**src/rtl/clock_divider_prog.sv**
```systemverilog
// Programmable clock divider with period-boundary reload, rise/fall strobes and enable/stop; outputs registered (1-cycle latency).
// Optional fixed-length burst mode (burst_len_in/burst_done_out) is built only when CLKDIV_BURST_EN is defined.
module clock_divider_prog #(
    parameter int WIDTH        = 28,
    parameter int DEFAULT_DIV  = 50000000,
    parameter int DEFAULT_HIGH = 25000000
) (
    input  logic             clock_in,
    input  logic             reset_in,
    input  logic             enable_in,
    input  logic [WIDTH-1:0] div_in,
    input  logic [WIDTH-1:0] high_in,
    input  logic             load_in,
`ifdef CLKDIV_BURST_EN
    input  logic [15:0]      burst_len_in,
    output logic             burst_done_out,
`endif
    output logic             load_ack_out,
    output logic             clock_out,
    output logic             rise_tick_out,
    output logic             fall_tick_out,
    output logic             running_out
);

    typedef enum logic [1:0] {
        IDLE = 2'd0,
        RUN  = 2'd1,
        STOP = 2'd2
    } state_t;

    // Period is forced to at least 2 and high time into 1..period-1 so the output always toggles.
    function automatic logic [2*WIDTH-1:0] clamp(input logic [WIDTH-1:0] d, input logic [WIDTH-1:0] h);
        logic [WIDTH-1:0] de;
        logic [WIDTH-1:0] he;
        de = (d < WIDTH'(2)) ? WIDTH'(2) : d;
        he = (h == '0) ? WIDTH'(1) : h;
        if (he > de - WIDTH'(1)) begin
            he = de - WIDTH'(1);
        end
        return {de, he};
    endfunction

    state_t           state_q, state_d;
    logic [WIDTH-1:0] cnt_q, cnt_d;
    logic [WIDTH-1:0] div_q, div_d;
    logic [WIDTH-1:0] high_q, high_d;
    logic [WIDTH-1:0] pdiv_q, pdiv_d;
    logic [WIDTH-1:0] phigh_q, phigh_d;
    logic             pend_q, pend_d;
    logic             ack_q, ack_d;
    logic             clk_q, clk_d;
    logic             rise_q, rise_d;
    logic             fall_q, fall_d;
    logic             run_q, run_d;

    logic [WIDTH-1:0] in_div, in_high;
    logic [WIDTH-1:0] def_div, def_high;
    logic [WIDTH-1:0] low_len;
    logic             wrap;
    logic             start_ok;
    logic             burst_last;

    assign {in_div, in_high}   = clamp(div_in, high_in);
    assign {def_div, def_high} = clamp(WIDTH'(DEFAULT_DIV), WIDTH'(DEFAULT_HIGH));
    assign wrap                = (cnt_q == div_q - WIDTH'(1));

`ifdef CLKDIV_BURST_EN
    logic [15:0] blen_q, blen_d;
    logic [15:0] bcnt_q, bcnt_d;
    logic        lock_q, lock_d;
    logic        done_q, done_d;

    assign start_ok   = !lock_q;
    assign burst_last = (blen_q != 16'd0) && (bcnt_q + 16'd1 == blen_q);

    always_comb begin
        blen_d = blen_q;
        bcnt_d = bcnt_q;
        lock_d = lock_q;
        done_d = 1'b0;
        if (state_q == IDLE) begin
            if (!enable_in) begin
                lock_d = 1'b0;
            end
            if (enable_in && !lock_q) begin
                blen_d = burst_len_in;
                bcnt_d = '0;
            end
        end else if (wrap) begin
            bcnt_d = bcnt_q + 16'd1;
            if (burst_last) begin
                done_d = 1'b1;
                lock_d = 1'b1;
            end
        end
    end

    always_ff @(posedge clock_in) begin
        if (reset_in) begin
            blen_q <= '0;
            bcnt_q <= '0;
            lock_q <= 1'b0;
            done_q <= 1'b0;
        end else begin
            blen_q <= blen_d;
            bcnt_q <= bcnt_d;
            lock_q <= lock_d;
            done_q <= done_d;
        end
    end

    assign burst_done_out = done_q;
`else
    assign start_ok   = 1'b1;
    assign burst_last = 1'b0;
`endif

    always_comb begin
        state_d = state_q;
        cnt_d   = cnt_q;
        div_d   = div_q;
        high_d  = high_q;
        pdiv_d  = pdiv_q;
        phigh_d = phigh_q;
        pend_d  = pend_q;
        ack_d   = 1'b0;
        fall_d  = 1'b0;

        if (load_in) begin
            pdiv_d  = in_div;
            phigh_d = in_high;
            pend_d  = 1'b1;
        end

        case (state_q)
            IDLE: begin
                cnt_d = '0;
                // Nothing is running, so a fresh load bypasses the pending stage.
                if (load_in) begin
                    div_d  = in_div;
                    high_d = in_high;
                    ack_d  = 1'b1;
                    pend_d = 1'b0;
                end else if (pend_q) begin
                    div_d  = pdiv_q;
                    high_d = phigh_q;
                    ack_d  = 1'b1;
                    pend_d = 1'b0;
                end
                if (enable_in && start_ok) begin
                    state_d = RUN;
                end
            end
            RUN, STOP: begin
                if (wrap) begin
                    cnt_d  = '0;
                    fall_d = 1'b1;
                    // The wrap consumes the older pending value; a load in this same cycle stays pending.
                    if (pend_q) begin
                        div_d  = pdiv_q;
                        high_d = phigh_q;
                        ack_d  = 1'b1;
                        pend_d = load_in;
                    end
                    state_d = (enable_in && !burst_last) ? RUN : IDLE;
                end else begin
                    cnt_d   = cnt_q + WIDTH'(1);
                    state_d = enable_in ? RUN : STOP;
                end
            end
            default: begin
                state_d = IDLE;
                cnt_d   = '0;
            end
        endcase

        low_len = div_d - high_d;
        run_d   = (state_d != IDLE);
        clk_d   = run_d && (cnt_d >= low_len);
        rise_d  = run_d && (cnt_d == low_len);
    end

    always_ff @(posedge clock_in) begin
        if (reset_in) begin
            state_q <= IDLE;
            cnt_q   <= '0;
            div_q   <= def_div;
            high_q  <= def_high;
            pdiv_q  <= def_div;
            phigh_q <= def_high;
            pend_q  <= 1'b0;
            ack_q   <= 1'b0;
            clk_q   <= 1'b0;
            rise_q  <= 1'b0;
            fall_q  <= 1'b0;
            run_q   <= 1'b0;
        end else begin
            state_q <= state_d;
            cnt_q   <= cnt_d;
            div_q   <= div_d;
            high_q  <= high_d;
            pdiv_q  <= pdiv_d;
            phigh_q <= phigh_d;
            pend_q  <= pend_d;
            ack_q   <= ack_d;
            clk_q   <= clk_d;
            rise_q  <= rise_d;
            fall_q  <= fall_d;
            run_q   <= run_d;
        end
    end

    assign load_ack_out  = ack_q;
    assign clock_out     = clk_q;
    assign rise_tick_out = rise_q;
    assign fall_tick_out = fall_q;
    assign running_out   = run_q;

endmodule
```
**config.mk**
```make
export PLATFORM = sky130hd
export DESIGN_NAME = clock_divider_prog
export DESIGN_NICKNAME = d
export VERILOG_FILES = /design/src/rtl/clock_divider_prog.sv
export SDC_FILE = /design/constraint.sdc
export NUM_CORES = 1
export LEC_CHECK = 0
export BUFFER_PORTS_ARGS = -buffer_cell sky130_fd_sc_hd__buf_2
export CORE_MARGIN = 2
export CORE_UTILIZATION = 57
export DETAILED_ROUTE_END_ITERATION = 16
export PLACE_DENSITY = 0.78
export SLEW_MARGIN = 20
export SYNTH_ARGS = -nofsm -noshare
export SYNTH_HDL_FRONTEND = slang
export SYNTH_SLANG_ARGS = --single-unit
```
**constraint.sdc**
```tcl
create_clock -name clock_in -period 9 [get_ports clock_in]
set_input_delay 0.45 -clock clock_in [delete_from_list [all_inputs] [get_ports clock_in]]
set_output_delay 0.45 -clock clock_in [all_outputs]
set_load 0.1 [all_outputs]
```
==> metrics.csv <==
metric;value;unit
R2R setup slack;1.73;ns
Final ANT Viol Nets;0;
worst-path fanout max;14;
clk_lat worst skew;0.44;ns
pwr/cell area;220;nW/um^2
Reg2Reg Depth;26;
largest net degree at the start of global routing;76;
number of synthesized flops with an enable pin;0;
non-filler cells, final;1846;
Mapped Nets;1655;
die height;148;um
ant diodes;0;
most used cell, CP;ha_1;
Yosys cell types;72;
GR met1 Demand/Resource;44.1;%
sequential share of power;27.2;%
final clock skew;0.0128;ns
CP peak stage delay;0.59;ns
switching share of power;41.3;%
Fin. Hold Viols;0;
GR Util All Layers;32.4;%
TritonCTS clock tree;yes;
Least-Margin Pin Slew;0.958;ns
die area;21900;um^2
max cap viols;0;
Synth Register Bits;148;
area share of the largest cell type after synthesis;25.1;%
Area after DPL;12800;um^2
Synth warnings;0;
commonest non-fill, non-tap cells in the layout;nor2_1 (161), dfxtp_1 (147), buf_4 (102);
Placement Rows;52;
clk root buf;clkbuf_16;
Logic pwr share;49.3;%
Via Count;11900;
placer congestion estimate;1.04;
dpl ws;-0.358;ns
residual DRC count;0;
vias in the first global route;11100;
max_slew headroom;36.2;%
HPWL Detailed;25900;um
Most Crowded Layer GR;met2;
Setup crit start kind;input port;
GRT overflow;0;
NumNets Final;1712;
Critical path origin;div_in[14];
CTS sink cnt;148;
Main synth FF type;dfxtp_1;
Worst R2R Start;div_q[3];
Slew Limit Fails;0;
Min-Delay Path Class;input port to flip-flop;
Clock Path Buffers;2;
setup TNS;0;ns
Synth-to-Final Area Change;14.1;%
clk slew on worst S/H paths;0.06;ns
Wirelength per Cell;19.6;um
Worst Path Class, Setup;input port to flip-flop;
fraction of layout cells with a size suffix above 1;15.9;%
ranking of synthesized cells by area;dfxtp_1 (25%), ha_1 (9.3%), mux2i_1 (6.2%);
post-layout instance area;13500;um^2
M2 GR Usage;51.3;%
Crit path arrival time;8.90;ns
M3 GR Usage;6.36;%
Syn Area/Cell;7.85;um^2
period utilization;94.9;%
DIE WIDTH;148;um
VDD IR max;0.125;mV
commonest non-fill, non-tap cell in the layout;nor2_1;
post-synthesis sequential area ratio;25.1;%
DRT iter0 DRCs;1162;
Post-Place Cells;1807;
io pins;65;
Core ar.;20300;um^2
Min Clock Period, post-route;8.54;ns
Critical Path Sink;clock_out;
synthesized cell area;11800;um^2
Setup WS post-layout;0.462;ns
cell count after synthesis;1506;
top cell type by total area after synthesis;dfxtp_1;
Worst Path Required;9.36;ns
Setup Viol. Count Final;0;
reg2reg end;clock_out;
Post-synth ARST share;0;%
NetSw;1230;uW
run status;complete, no violations;
first-pass GRT wire length;57200;um
P_int;1740;uW
H-tree Lvls;4;
port bufs;64;
fillers;1703;
crit path capture type;flip-flop;
CTS Buf Count;17;
vias per cell;6.46;
iteration count of the initial detailed-routing pass;9;
Pleak;0.00546;uW
Post-Route WL;36200;um
CP max-delay cell;or4b_2;
Initial Util;58.3;%
initial antenna violation count;0;
Max Freq;117;MHz
clock network fraction of total power;23.5;%
-- critical path: cells and delay by family --
kind            cells  cell delay [ns]
simple gates       15             4.15
compound gates     16             2.51
fa+ha+maj           4             0.97
buf+inv             6             0.65
xor+xnor            1             0.16
-- cell families after synthesis --
logic type	after synthesis	synth area share, %
buffers and inverters	166	5.38
AOI/OAI and AO/OA	403	23.6
xor gates and xnor gates	103	7.75
muxes	74	6.27
adders and majority gates	89	9.48
DFF	148	25.1
and+or+nand+nor	523	22.5
-- timing repair --
| action | in CTS | in global routing |
|---|---|---|
| setup endpoints to repair | 0 | 2 |
| gates resized for setup | 0 | 38 |
| setup buffers | 0 | 7 |
| hold buffers | 0 | 0 |
-- power by group through the flow --
| stage | Combinational [uW] | Clock, uW | Sequential [uW] |
|---|---|---|---|
| after global placement | 1350 | 0 | 812 |
| after detailed placement | 1380 | 0 | 817 |
| after floorplan | 971 | 0 | 780 |
| final | 1460 | 699 | 807 |
| after CTS | 1400 | 706 | 802 |
| after global routing | 1600 | 734 | 814 |
-- synthesized netlist by cell type, drive strengths merged (24+ instances only) --
| master | number |
|---|---|
| nand2 | 100 |
| o21ai | 93 |
| clkbuf | 115 |
| a21oi | 84 |
| nand2b | 34 |
| a32oi | 25 |
| a222oi | 24 |
| inv | 36 |
| nor3 | 28 |
| ha | 88 |
| nand4 | 26 |
| xnor2 | 49 |
| nor2b | 25 |
| mux2i | 73 |
| o2bb2ai | 25 |
| and2 | 36 |
| nor2 | 162 |
| dfxtp | 148 |
| xor2 | 53 |
| a21o | 24 |
-- routing by layer --
| layer | share of wire (%) | wire length (um) |
|---|---|---|
| met5 | 0 | 0 |
| met4 | 2.8 | 1030 |
| met3 | 9.4 | 3390 |
| met2 | 45 | 16300 |
| met1 | 43 | 15500 |
-- how the worst min path moves through the flow --
stage                      from           to  slack (ns)  cells after the start
global route          enable_in   state_q[1]        0.29                      2
finish                enable_in   state_q[1]        0.28                      2
floorplan           phigh_q[11]  phigh_q[11]        0.44                      2
detailed placement    pdiv_q[0]    pdiv_q[0]        0.46                      2
global placement    phigh_q[15]  phigh_q[15]        0.45                      2
CTS                   enable_in   state_q[1]        0.27                      2
-- cell type report --
| cell class | instances | area, um^2 | share of cell area, % |
|---|---|---|---|
| Sequential cell | 148 | 2970 | 22.0 |
| Inverter | 38 | 143 | 1.06 |
| Multi-Input combinational cell | 1192 | 8350 | 61.9 |
| Clock buffer | 18 | 439 | 3.26 |
| Tap cell | 270 | 338 | 2.50 |
| Clock inverter | 14 | 139 | 1.03 |
| Timing Repair Buffer | 166 | 1120 | 8.27 |
-- metrics by stage --
stage	hold WS, ns	util (%)	power [uW]
2_1_floorplan	0.441	-	1750
3_3_place_gp	0.452	62.9	2160
3_5_place_dp	0.458	62.9	2200
4_1_cts	0.270	65.7	2910
5_1_grt	0.293	66.5	3150
6_report	0.278	66.5	2970
-- state kept, by name, indices dropped and copies added, names as in the netlist --
signal,flops
cnt_q,28
div_q,28
high_q,28
pdiv_q,28
phigh_q,28
state_q,2
clock_out,1
fall_tick_out,1
load_ack_out,1
pend_q,1
rise_tick_out,1
running_out,1
No activity file was read; power rests on OpenSTA's default activity.
